$ cat src/rtl/sysarray_pkg.sv
// sysarray_pkg: shared FSM states and limits for the systolic tile feeder
package sysarray_pkg;
    typedef enum logic [2:0] {IDLE, FETCH, LOAD, RUN, GAP, ACCUM, OUT} state_e;
    localparam int MAX_CHUNKS_DEF = 16;
    localparam int RUN_TIMEOUT    = 8;
endpackage

$ cat src/rtl/sat_accum.sv
// sat_accum: wide signed accumulator with a saturated IW-bit view
module sat_accum #(
    parameter int IW = 16,
    parameter int AW = 21
) (
    input  logic          clk,
    input  logic          _reset,
    input  logic          clr,
    input  logic          add_en,
    input  logic [IW-1:0] addend,
    output logic [IW-1:0] sat_out
);
    logic [AW-1:0] acc_q, acc_d;
    logic [AW-IW:0] top;
    // clear on job start, add one sign-extended chunk result per ACCUM cycle
    always_comb acc_d = clr ? '0 : add_en ? acc_q + {{(AW-IW){addend[IW-1]}}, addend} : acc_q;
    // accumulator register
    always_ff @(posedge clk or negedge _reset) begin
        if (!_reset) acc_q <= '0;
        else         acc_q <= acc_d;
    end
    assign top     = acc_q[AW-1:IW-1];
    assign sat_out = (&top || ~|top) ? acc_q[IW-1:0] : {acc_q[AW-1], {(IW-1){~acc_q[AW-1]}}};
endmodule

$ cat src/rtl/sysarray_tile_feeder.sv
// sysarray_tile_feeder: streams K-chunks into a 2x2x4 mini array and accumulates the tile (option: SYSARRAY_FEEDER_IMPORTANCE_EN)
module sysarray_tile_feeder import sysarray_pkg::*; #(
    parameter int WIDTH      = 8,
    parameter int MAX_CHUNKS = MAX_CHUNKS_DEF,
    localparam int CW        = $clog2(MAX_CHUNKS + 1),
    localparam int AW        = $clog2(MAX_CHUNKS)
) (
    input  logic                 clk,
    input  logic                 _reset,
    input  logic                 start,
    input  logic [CW-1:0]        num_chunks,
    output logic                 rd_en,
    output logic [AW-1:0]        rd_addr,
    input  logic [8*WIDTH-1:0]   a_rd_data,
    input  logic [8*WIDTH-1:0]   b_rd_data,
    output logic [WIDTH-1:0]     arr_a00, arr_a01, arr_a02, arr_a03,
    output logic [WIDTH-1:0]     arr_a10, arr_a11, arr_a12, arr_a13,
    output logic [WIDTH-1:0]     arr_b00, arr_b01, arr_b10, arr_b11,
    output logic [WIDTH-1:0]     arr_b20, arr_b21, arr_b30, arr_b31,
    output logic                 arr_enable,
    output logic                 arr_cal_importance,
    input  logic                 arr_done,
    input  logic [2*WIDTH-1:0]   arr_result0, arr_result1, arr_result2, arr_result3,
    input  logic [2*WIDTH-1:0]   arr_importance,
    output logic                 out_valid,
    input  logic                 out_ready,
    output logic [2*WIDTH-1:0]   out_c00, out_c01, out_c10, out_c11,
    output logic                 busy,
    output logic                 err
`ifdef SYSARRAY_FEEDER_IMPORTANCE_EN
    , output logic [2*WIDTH-1:0] out_importance
`endif
);
    localparam int RW   = 2 * WIDTH;
    localparam int ACCW = RW + $clog2(MAX_CHUNKS) + 1;
    localparam int TW   = $clog2(RUN_TIMEOUT);

    state_e           state_q, state_d;
    logic [AW-1:0]    chunk_q, chunk_d;
    logic [CW-1:0]    n_q, n_d;
    logic [TW-1:0]    run_q, run_d;
    logic             err_q, err_d;
    logic [WIDTH-1:0] op_a_q [8], op_a_d [8], op_b_q [8], op_b_d [8];
    logic [RW-1:0]    res_q [4], res_d [4], sum [4];
    logic             clr, add, last, bad;

    assign last = CW'(chunk_q) == n_q - CW'(1);
    assign bad  = num_chunks == '0 || num_chunks > CW'(MAX_CHUNKS);

    // job sequencing: fetch, load, run the array, gap, accumulate, present
    always_comb begin
        state_d = state_q;
        chunk_d = chunk_q;
        n_d     = n_q;
        run_d   = '0;
        err_d   = err_q;
        op_a_d  = op_a_q;
        op_b_d  = op_b_q;
        res_d   = res_q;
        clr     = 1'b0;
        add     = 1'b0;
        case (state_q)
            IDLE: if (start) begin
                err_d   = bad;
                clr     = 1'b1;
                chunk_d = '0;
                n_d     = num_chunks;
                state_d = bad ? OUT : FETCH;
            end
            FETCH: state_d = LOAD;
            LOAD: begin
                for (int i = 0; i < 8; i++) begin
                    op_a_d[i] = a_rd_data[i*WIDTH +: WIDTH];
                    op_b_d[i] = b_rd_data[i*WIDTH +: WIDTH];
                end
                state_d = RUN;
            end
            RUN: if (arr_done) begin
                res_d[0] = arr_result0;
                res_d[1] = arr_result1;
                res_d[2] = arr_result2;
                res_d[3] = arr_result3;
                state_d  = GAP;
            end else if (run_q == TW'(RUN_TIMEOUT - 1)) begin
                err_d   = 1'b1;
                state_d = OUT;
            end else begin
                run_d = run_q + 1'b1;
            end
            GAP: state_d = ACCUM;
            ACCUM: begin
                add     = 1'b1;
                state_d = last ? OUT : FETCH;
                chunk_d = last ? chunk_q : chunk_q + 1'b1;
            end
            OUT: state_d = out_ready ? IDLE : OUT;
            default: state_d = IDLE;
        endcase
    end

    // control and operand registers
    always_ff @(posedge clk or negedge _reset) begin
        if (!_reset) begin
            state_q <= IDLE;
            chunk_q <= '0;
            n_q     <= '0;
            run_q   <= '0;
            err_q   <= 1'b0;
            for (int i = 0; i < 8; i++) begin
                op_a_q[i] <= '0;
                op_b_q[i] <= '0;
            end
            for (int i = 0; i < 4; i++) res_q[i] <= '0;
        end else begin
            state_q <= state_d;
            chunk_q <= chunk_d;
            n_q     <= n_d;
            run_q   <= run_d;
            err_q   <= err_d;
            op_a_q  <= op_a_d;
            op_b_q  <= op_b_d;
            res_q   <= res_d;
        end
    end

    for (genvar g = 0; g < 4; g++) begin : g_acc
        sat_accum #(.IW(RW), .AW(ACCW)) u_acc (
            .clk(clk), ._reset(_reset), .clr(clr), .add_en(add),
            .addend(res_q[g]), .sat_out(sum[g])
        );
    end

`ifdef SYSARRAY_FEEDER_IMPORTANCE_EN
    logic [RW-1:0] imp_q, imp_d;
    // importance is only meaningful for the final chunk's array pass
    always_comb imp_d = clr ? '0 : (state_q == RUN && arr_done && last) ? arr_importance : imp_q;
    // importance capture register
    always_ff @(posedge clk or negedge _reset) begin
        if (!_reset) imp_q <= '0;
        else         imp_q <= imp_d;
    end
    assign arr_cal_importance = state_q == RUN && last;
    assign out_importance     = imp_q;
`else
    logic unused_imp;
    assign unused_imp         = ^arr_importance;
    assign arr_cal_importance = 1'b0;
`endif

    assign rd_en      = state_q == FETCH;
    assign rd_addr    = chunk_q;
    assign arr_enable = state_q == RUN;
    assign out_valid  = state_q == OUT;
    assign busy       = state_q != IDLE;
    assign err        = err_q;
    assign {arr_a03, arr_a02, arr_a01, arr_a00} = {op_a_q[3], op_a_q[2], op_a_q[1], op_a_q[0]};
    assign {arr_a13, arr_a12, arr_a11, arr_a10} = {op_a_q[7], op_a_q[6], op_a_q[5], op_a_q[4]};
    assign {arr_b11, arr_b10, arr_b01, arr_b00} = {op_b_q[3], op_b_q[2], op_b_q[1], op_b_q[0]};
    assign {arr_b31, arr_b30, arr_b21, arr_b20} = {op_b_q[7], op_b_q[6], op_b_q[5], op_b_q[4]};
    assign {out_c00, out_c01, out_c10, out_c11} = {sum[0], sum[1], sum[2], sum[3]};
endmodule

$ cat config.mk
export PLATFORM = sky130hd
export DESIGN_NAME = sysarray_tile_feeder
export DESIGN_NICKNAME = d
export VERILOG_FILES = /design/src/rtl/sysarray_pkg.sv /design/src/rtl/sat_accum.sv /design/src/rtl/sysarray_tile_feeder.sv
export SDC_FILE = /design/constraint.sdc
export NUM_CORES = 1
export LEC_CHECK = 0
export ABC_AREA = 0
export BUFFER_PORTS_ARGS = -buffer_cell sky130_fd_sc_hd__buf_2
export CAP_MARGIN = 20
export CELL_PAD_IN_SITES_DETAIL_PLACEMENT = 1
export CELL_PAD_IN_SITES_GLOBAL_PLACEMENT = 1
export CORE_MARGIN = 2
export CORE_UTILIZATION = 41
export DETAILED_ROUTE_END_ITERATION = 10
export PLACE_DENSITY_LB_ADDON = 0.05
export SKIP_CTS_REPAIR_TIMING = 1
export SYNTH_ARGS = -nofsm -noshare
export SYNTH_HDL_FRONTEND = slang
export SYNTH_SLANG_ARGS = --single-unit
export TNS_END_PERCENT = 1
$ cat constraint.sdc
create_clock -name clk -period 2.8 [get_ports clk]
set_input_delay 0.42 -clock clk [delete_from_list [all_inputs] [get_ports clk]]
set_output_delay 0.42 -clock clk [all_outputs]
set_load 0.01 [all_outputs]
==> results.py <==
metrics = {
    "outcome": {
        "status": "finished clean",
    },
    "clock_network": {
        "clockBufferDepth": 3,
        "tritoncts": "yes",
        "path_clk_slew_ps": 60,
        "cts_root_buf": "clkbuf_16",
        "cts-htree-levels": 2,
        "cts.sinks": 292,
        "clock_latency_ps": 550,
        "cts_buffers": 36,
    },
    "synthesis": {
        "synth_edf_count": 0,
        "ys_types": 62,
        "syn-instance-count": 1401,
        "synth_area_leader_cell": "dfrtp_1",
        "async_reset_ff_share_pct": 100.0,
        "synth_area_um2": 15400,
        "synthFlopType": "dfrtp_1",
        "ys_ff_latch": 292,
        "syn_nets": 1707,
        "yosys-top-cells-area": "dfrtp_1 47%, mux2_2 14%, ha_1 6.8%, a21o_1 4.3%, o21ai_0 3.0%",
        "seq_area_frac_synth_pct": 47.46,
        "syn_avg_cell_area_um2": 10.99,
        "synth_warnings": 0,
        "synth_top_area_share_pct": 47.46,
    },
    "setup_path": {
        "cpMostUsedCell": "a21oi_1",
        "timing.rr.start": "g_acc[0].u_acc.acc_q[0]",
        "max_stage_delay_ps": 430,
        "critical_path.max_fanout": 3,
        "cp-start-kind": "flip-flop",
        "r2r_cells": 10,
        "crit_slowest_cell": "fa_1",
        "reg2reg_setup_slack_ps": 100,
        "rr_endpoint": "g_acc[0].u_acc.acc_q[18]",
        "end_kind": "flip-flop",
        "worstPathArrival_ps": 3100,
        "critical_path_class": "reg2reg",
        "cp.required_ps": 3210,
        "cp_cell_sequence": "ha_1, fa_1, nand3_1, a21oi_1, o31ai_2, a21oi_1, or3_1, a21oi_1, xor2_1, o21ai_0",
    },
    "routing": {
        "via_per_inst": 5.369,
        "drt_iter0_drc": 348,
        "wire_per_inst_um": 20.39,
        "num_vias": 12460,
        "dr.pass1.iters": 4,
        "finalWirelength_um": 47310,
        "ant_nets": 0,
        "post-route-drc-count": 0,
    },
    "placed_design": {
        "place_area_um2": 18240,
        "io_buffers": 402,
        "hpwl_um": 34660,
        "finalWeightedCongestion": 0.8020,
    },
    "global_route": {
        "globalRoute.totalOverflow": 0,
        "antenna_found_initial": 3,
        "first_global_vias": 13660,
        "grt_max_degree": 71,
        "grt_usage_pct": 24.46,
        "grt_pass1_wl_um": 74950,
    },
    "worst_hold_path": {
        "hold_start": "num_chunks[2]",
        "hold_path_depth": 3,
        "worstHoldEndpoint": "n_q[2]",
        "hold_path_class": "in2reg",
    },
    "final_layout": {
        "final_core_util_pct": 52.93,
        "multi_input_area_um2": 7859,
        "drive_gt1_share_pct": 39.16,
        "register_area_um2": 7307,
        "regMostFlops": "g_acc.u_acc.acc_q",
        "nNetsFinal": 2131,
        "area_growth_pct": 26.45,
        "finalInstanceArea_um2": 19470,
        "reg_top3": "g_acc.u_acc.acc_q x84, res_q x64",
        "fill_cells": 4061,
        "largest_reg_flops": 84,
    },
    "timing": {
        "report.final.hold_viol_count": 0,
        "rsz0062_at_grt": "true",
        "worstMarginPinSlew_ps": 649.0,
        "finalCritPeriodShare_pct": 96.34,
        "setup_viol": 0,
        "fin_crit_ps": 2698,
        "slew_headroom_pct": 56.57,
        "fin_skew_ps": 27.94,
        "fmax_mhz": 370.7,
        "slew_viol_final": 0,
    },
    "power_and_ir_drop": {
        "ir_worst_vdd_v": 0.0007945,
        "power_density_nw_per_um2": 1325,
        "p_leak_nw": 9.620,
        "p_total_mw": 25.80,
    },
    "job": {
        "cap_violations": 0,
    },
    "floorplan": {
        "die-area_um2": 39120,
        "die_w_um": 197.8,
        "io_pins": 420,
        "coreArea_um2": 36790,
        "dieHeight_um": 197.8,
        "initial_core_util_pct": 41.85,
        "num_rows": 70,
    },
}
[synth_stat cells (11+ instances only)]
cell type,instances
nand2_1,115
o21ai_0,93
mux2_2,193
xor2_1,43
nand4_1,11
nor2_1,60
clkbuf_1,53
a21oi_1,84
xnor2_1,35
nor3_1,22
a211oi_1,11
nand3_1,46
o21bai_1,11
a31oi_1,11
o31ai_1,11
dfrtp_1,292
ha_1,84
a21o_1,89
inv_1,18
[worst max-delay path, delay by kind of cell, from the launching register on]
kind / cells / cell delay (ps)
AOI/OAI and AO/OA: 5 / 820
and+or+nand+nor: 2 / 500
DFF: 1 / 400
xor gates and xnor gates: 1 / 160
adders and majority gates: 2 / 690
[worst max-delay path by stage]
stage,from,end,slack [ps]
floorplan,g_acc[3].u_acc.acc_q[0],g_acc[3].u_acc.acc_q[18],240
global placement,g_acc[3].u_acc.acc_q[0],g_acc[3].u_acc.acc_q[18],80
detailed placement,g_acc[1].u_acc.acc_q[0],g_acc[1].u_acc.acc_q[14],10
CTS,g_acc[2].u_acc.acc_q[20],out_c10[12],-110
global route,g_acc[0].u_acc.acc_q[0],g_acc[0].u_acc.acc_q[18],-120
finish,g_acc[0].u_acc.acc_q[0],g_acc[0].u_acc.acc_q[18],100
[cells by family after synthesis]
family          synth area share (%)
compound gates                 15.39
xor+xnor                       4.437
fa+ha+maj                      7.347
buf+inv                        2.007
flops                          47.46
mux                            14.18
other cells                  0.02436
simple gates                   9.151
[per-layer routing]
metal  GRT usage [%]  vias to the layer above  share of wire [%]
met5               0                        -                  0
met3           6.609                       45                6.0
met1           28.48                     6210                 41
li1                -                     5944                  -
met4           6.739                        0                1.7
met2           44.13                      257                 52
[where the power goes]
part | switching, mW | internal, mW | leakage, nW
Clock | 1.87 | 2.65 | 0.558
Combinational | 7.36 | 6.42 | 5.47
Sequential | 1.35 | 6.15 | 3.59
[layout make-up]
class                   instances  share of cell area, %
multi-input cells            1028                  40.37
flip-flops and latches        292                  37.53
repair buffers                449                  12.93
clock buffers                  52                  5.296
well taps                     468                  3.008
clock inverters                10                 0.4820
inverters                      18                 0.3470
diodes                          3                0.03856
[per-stage QoR]
stage                     hold WS (ps)  TNS, ps  worst slack [ps]  cells
after floorplan                  124.4        0             244.1   1401
after global placement           434.1        0             77.21   2250
after detailed placement         451.6        0             12.48   2253
after CTS                       -130.0    -1414            -111.3   2315
after global routing             74.24   -313.2            -120.9   2319
final                            93.81        0             102.4   2320
[cell usage in the layout (no fill, tap or decap), types with 35 or more instances in the layout]
cell type and count:
xor2_1 43, nand2_1 114, nor2_1 57, nand3_1 46, clkbuf_16 36, a21oi_1 81, a21o_1 89, o21ai_0 92
buf_2 401, xnor2_1 35, mux2_2 193, dfrtp_1 292, ha_1 84
(Power assumes the default switching activity.)
